==> src/rtl/stream_demux_pkg.sv <==
// Shared definitions for the stream demultiplexer slice.
// Holds the default word and counter widths, plus the occupancy encoding
// used by each per-channel FIFO (EMPTY=0, ONE=1, FULL=2).
package stream_demux_pkg;

  localparam int N_DEFAULT  = 3;
  localparam int CW_DEFAULT = 8;

  typedef enum logic [1:0] {
    OCC_EMPTY = 2'd0,
    OCC_ONE   = 2'd1,
    OCC_FULL  = 2'd2
  } occ_t;

endpackage

==> src/rtl/stream_demux_chan_fifo.sv <==
// demux_chan_fifo: two-entry channel FIFO used once per output channel.
// Ports:
//   clk, rst    clock and asynchronous active-high reset
//   push        write push_data into the tail (ignored when full)
//   push_data   N-bit word to store
//   pop         consumer accepts the head (ignored when empty)
//   full        both entries occupied
//   valid       at least one entry occupied
//   data        head entry, forced to 0 while empty
module demux_chan_fifo
  import stream_demux_pkg::*;
#(
  parameter int N = N_DEFAULT
) (
  input  logic         clk,
  input  logic         rst,
  input  logic         push,
  input  logic [N-1:0] push_data,
  input  logic         pop,
  output logic         full,
  output logic         valid,
  output logic [N-1:0] data
);

  occ_t         occ;
  logic         wr_ptr;
  logic         rd_ptr;
  logic [N-1:0] mem [2];
  logic         push_ok;
  logic         pop_ok;

  // Guard the handshakes locally so a stray push into a full FIFO or a pop
  // from an empty one can never corrupt the pointers.
  assign push_ok = push & ~full;
  assign pop_ok  = pop & valid;

  // Occupancy state machine plus storage. Pointers are single bits that wrap
  // naturally; a simultaneous push and pop in ONE keeps the occupancy while
  // the read pointer moves on to the freshly written word.
  always_ff @(posedge clk or posedge rst) begin
    if (rst) begin
      occ    <= OCC_EMPTY;
      wr_ptr <= 1'b0;
      rd_ptr <= 1'b0;
      mem[0] <= '0;
      mem[1] <= '0;
    end else begin
      if (push_ok) begin
        mem[wr_ptr] <= push_data;
        wr_ptr      <= ~wr_ptr;
      end
      if (pop_ok) begin
        rd_ptr <= ~rd_ptr;
      end
      case (occ)
        OCC_EMPTY: if (push_ok) occ <= OCC_ONE;
        OCC_ONE: begin
          if (push_ok && !pop_ok) occ <= OCC_FULL;
          else if (pop_ok && !push_ok) occ <= OCC_EMPTY;
        end
        OCC_FULL: if (pop_ok) occ <= OCC_ONE;
        default: occ <= OCC_EMPTY;
      endcase
    end
  end

  // Status and head word come straight from registered state, so there is
  // no combinational path from the writer to the reader.
  assign full  = (occ == OCC_FULL);
  assign valid = (occ != OCC_EMPTY);
  assign data  = valid ? mem[rd_ptr] : '0;

endmodule

==> src/rtl/stream_demux.sv <==
// stream_demux: 1:2 registered valid/ready stream demultiplexer.
// Each accepted input word is steered by in_sel into one of two 2-entry
// channel FIFOs; a stalled channel only blocks words routed to it.
// Ports:
//   clk, rst                 clock and asynchronous active-high reset
//   in_valid/in_ready        input handshake
//   in_data, in_sel          input word and its route (0 -> ch0, 1 -> ch1)
//   outK_valid/outK_ready    channel K output handshake
//   outK_data                channel K head word (0 when empty)
//   cnt0, cnt1               wrapping counts of words delivered per channel
module stream_demux
  import stream_demux_pkg::*;
#(
  parameter int N  = N_DEFAULT,
  parameter int CW = CW_DEFAULT
) (
  input  logic          clk,
  input  logic          rst,
  input  logic          in_valid,
  output logic          in_ready,
  input  logic [N-1:0]  in_data,
  input  logic          in_sel,
  output logic          out0_valid,
  input  logic          out0_ready,
  output logic [N-1:0]  out0_data,
  output logic          out1_valid,
  input  logic          out1_ready,
  output logic [N-1:0]  out1_data,
  output logic [CW-1:0] cnt0,
  output logic [CW-1:0] cnt1
);

  logic full0;
  logic full1;
  logic accept;
  logic push0;
  logic push1;
  logic pop0;
  logic pop1;

  // Readiness depends only on the route bit and registered fullness; the
  // downstream ready signals deliberately play no part, so a full channel
  // refuses a word even in the cycle it is being drained.
  assign in_ready = ~rst & ~(in_sel ? full1 : full0);
  assign accept   = in_valid & in_ready;
  assign push0    = accept & ~in_sel;
  assign push1    = accept & in_sel;
  assign pop0     = out0_valid & out0_ready;
  assign pop1     = out1_valid & out1_ready;

  demux_chan_fifo #(.N(N)) u_chan0 (
    .clk       (clk),
    .rst       (rst),
    .push      (push0),
    .push_data (in_data),
    .pop       (pop0),
    .full      (full0),
    .valid     (out0_valid),
    .data      (out0_data)
  );

  demux_chan_fifo #(.N(N)) u_chan1 (
    .clk       (clk),
    .rst       (rst),
    .push      (push1),
    .push_data (in_data),
    .pop       (pop1),
    .full      (full1),
    .valid     (out1_valid),
    .data      (out1_data)
  );

  // Delivered-word counters; each wraps independently and both may step in
  // the same cycle.
  always_ff @(posedge clk or posedge rst) begin
    if (rst) begin
      cnt0 <= '0;
      cnt1 <= '0;
    end else begin
      if (pop0) cnt0 <= cnt0 + 1'b1;
      if (pop1) cnt1 <= cnt1 + 1'b1;
    end
  end

endmodule

==> config.mk <==
export PLATFORM = sky130hd
export DESIGN_NAME = stream_demux
export DESIGN_NICKNAME = d
export VERILOG_FILES = /design/src/rtl/stream_demux_pkg.sv /design/src/rtl/stream_demux_chan_fifo.sv /design/src/rtl/stream_demux.sv
export SDC_FILE = /design/constraint.sdc
export NUM_CORES = 1
export LEC_CHECK = 0
export ABC_AREA = 0
export BUFFER_PORTS_ARGS = -buffer_cell sky130_fd_sc_hd__buf_2
export CAP_MARGIN = 20
export CORE_MARGIN = 3
export CORE_UTILIZATION = 35
export CTS_BUF_LIST = sky130_fd_sc_hd__clkbuf_4 sky130_fd_sc_hd__clkbuf_8
export CTS_CLUSTER_SIZE = 25
export DETAILED_ROUTE_END_ITERATION = 16
export PLACE_DENSITY = 0.59
export SLEW_MARGIN = 25
export SYNTH_ARGS = -nofsm -noshare
export SYNTH_HDL_FRONTEND = slang
export SYNTH_HIERARCHICAL = 1
export SYNTH_SLANG_ARGS = --single-unit
==> constraint.sdc <==
create_clock -name clk -period 5.78 [get_ports clk]
set_input_delay 0.289 -clock clk [delete_from_list [all_inputs] [get_ports clk]]
set_output_delay 0.289 -clock clk [all_outputs]
set_load 0.005 [all_outputs]
==> flow_summary_export.csv <==
group,metric,value,unit
worst_setup_path,worstSetupStartpointType,"register",
grt,antenna_found_initial,0,
run_status,run_status,"completed",
cts,cts.sinks,36,
floorplan,rows,24,
worst_setup_path,cp-end-kind,"register",
grt,grt_overflow,0,
timing,relSlewSlack,0.582,
floorplan,io_pins,34,
route,first_pass_iters,6,
cts,cts_max_level,2,
power,power_density,478,mW/mm2
floorplan,die_width,76.4,um
final_layout,fin_util,0.453,
worst_setup_path,arrival,2.13,ns
timing,fin_setup_tns,0,ns
timing,fin_crit,1.96,ns
grt,grt_pass1_vias,1280,
synth,syn-mean-instance-area,12.3,um2
floorplan,start_util,0.380,
final_layout,fill_cells,451,
synth,syn_inst,141,
timing,fin_crit_sh,0.340,
timing,finalSetupViolCount,0,
place,dpl.hpwl,2.50,mm
worst_setup_path,worstPathMaxFanout,7,
floorplan,die_height,76.4,um
timing,fmax,0.509,GHz
power,ir_worst_vdd,0.000236,V
final_layout,fin_nets,189,
final_layout,seq_area,901,um2
place,gp_congestion,0.783,
grt,grt_pass1_wl,6.07,mm
synth,yosysSeqAreaShare,0.519,
route,wl_per_cell,13.5,um
power,leakage,1.01,nW
cts,cts_max_path_buffers,2,
cts,clkLatencyLatePin,0.29,ns
cts,post-cts-setup-buffers,0,
cts,cts-root-buf,"clkbuf_8",
hold_path,hp-class,"input port to asynchronous set/reset pin",
worst_setup_path,worst_ep_required_time,5.95,ns
cts,cts_tree,"built",
timing,final_max_slew_viol_count,0,
final_layout,diodes,0,
floorplan,die_area,0.00584,mm2
final_layout,final_cell_mix,"dfrtp_1 (36), buf_2 (33), xnor2_1 (15)",
synth,syn_area,0.00173,mm2
timing,tightest_slew,0.627,ns
cts,cts_resized,0,
route,vias_per_cell,4.75,
place,portBuffers,33,
route,drtIter0Drc,79,
synth,yosysWarnings,6,
synth,netlist.area_leader.share,0.519,
final_layout,area_delta_synth_final,19.1,%
cts,clk_pin_slew,0.07,ns
final_layout,drive_gt1_frac,0.369,
job,cap_violations,0,
synth,synth_cell_types,29,
timing,hold_viol,0,
timing,rsz0062_at_grt,"false",
final_layout,multi_input_area,791,um2
final_layout,layout_commonest_cell,"dfrtp_1",
cts,postCtsHoldBufs,0,
timing,finClkSkew,0.0101,ns
route,post-route-drc-count,0,
route,wirelength,3.30,mm
synth,synth.largest_area_cell,"dfrtp_1",
grt,grt_max_degree,17,
route,num_vias,1159,
grt,globalRouteTotalUtil,0.130,
synth,ys_ff_latch,36,
cts,numCtsBuffers,5,
worst_setup_path,crit_type,"register to register",
route,ant_nets,0,
synth,synthTopCellsByArea,"dfrtp_1 (52%), xnor2_1 (7.6%), mux2_4 (6.1%)",
synth,syn_nets,152,
floorplan,core,0.00456,mm2
==> final timing paths <==
kind / from / end / slack (ns) / depth (start not counted)
max: u_chan0/occ[0] / u_chan0/mem[1] / 3.82 / 5
min reg2reg: cnt0[7] / cnt0[7] / 0.47 / 1
min in group clk: in_data[2] / u_chan0/mem[2] / 0.29 / 2
min: rst / u_chan0/wr_ptr / 0.02 / 2
max reg2reg: u_chan0/occ[0] / u_chan0/mem[1] / 3.82 / 5
max in group asynchronous: rst / cnt1[5] / 5.24 / 2
==> cell usage after synthesis <==
cell type,number
a211oi_2,1
a21oi_1,4
and2_1,1
and3_1,3
and3_4,2
and4_4,2
buf_6,1
clkbuf_1,2
dfrtp_1,36
ha_1,2
inv_1,8
mux2_2,7
mux2_4,7
mux2i_1,8
nand2_1,9
nand2b_4,2
nand3_2,1
nand3b_1,4
nand4_1,4
nand4_2,1
nor2_1,9
nor2b_1,1
nor3_2,1
nor3b_1,2
nor4b_1,1
o21ai_0,2
o22ai_1,2
xnor2_1,15
xor2_1,3
==> sequential cells by signal (all words and copies together) (netlist names) <==
name	flops
cnt0	8
u_chan0/occ	2
u_chan1/mem	6
u_chan1/wr_ptr	1
u_chan1/occ	2
u_chan0/wr_ptr	1
cnt1	8
u_chan0/rd_ptr	1
u_chan0/mem	6
u_chan1/rd_ptr	1
==> per-stage QoR <==
stage	worst slack, ns	std cells	hold slack (ns)	instance area [um2]	total power, mW
2_1_floorplan	3.74	141	0.129	1730	0.684
3_3_place_gp	3.62	236	0.327	1960	0.785
3_5_place_dp	3.48	236	0.337	1960	0.801
4_1_cts	3.48	244	0.0262	2060	0.998
5_1_grt	3.66	244	0.0480	2070	1.07
6_report	3.82	244	0.0227	2070	0.987
==> kinds of logic after synthesis <==
group                    count (synthesis)  share of synthesized area
flip-flops                              36                      0.519
multiplexers                            22                      0.152
buffers and inverters                   11                     0.0281
XOR/XNOR                                18                     0.0909
AO/OA/AOI/OAI                            9                     0.0317
adder cells (fa/ha/maj)                  2                     0.0144
AND/OR/NAND/NOR                         43                      0.163
==> power by group <==
| group | total, mW | internal [mW] | switching (mW) |
|---|---|---|---|
| registers | 0.457 | 0.354 | 0.103 |
| logic | 0.338 | 0.197 | 0.141 |
| clock network | 0.192 | 0.107 | 0.0859 |
| total | 0.987 | 0.657 | 0.330 |
==> cell type report <==
type / instances / area share
Tap cell: 65 / 0.0394
Sequential cell: 36 / 0.436
Inverter: 8 / 0.0145
Multi-Input combinational cell: 94 / 0.383
Clock buffer: 8 / 0.0472
Timing Repair Buffer: 33 / 0.0800
==> layer usage <==
layer,track usage,vias up,part of all wire
met5,0,-,0
met4,0.0580,0,0.020
met1,0.165,563,0.48
met3,0.0437,8,0.053
met2,0.200,31,0.45
li1,-,557,-
==> critical path, stage by stage (launching register included) <==
cell and delay (ns):
dfrtp_1 0.42, nand2b_4 0.18, inv_1 0.06, nor4b_2 0.56, and3_4 0.33, mux2_4 0.30
No activity file was read; power rests on OpenSTA's default activity.
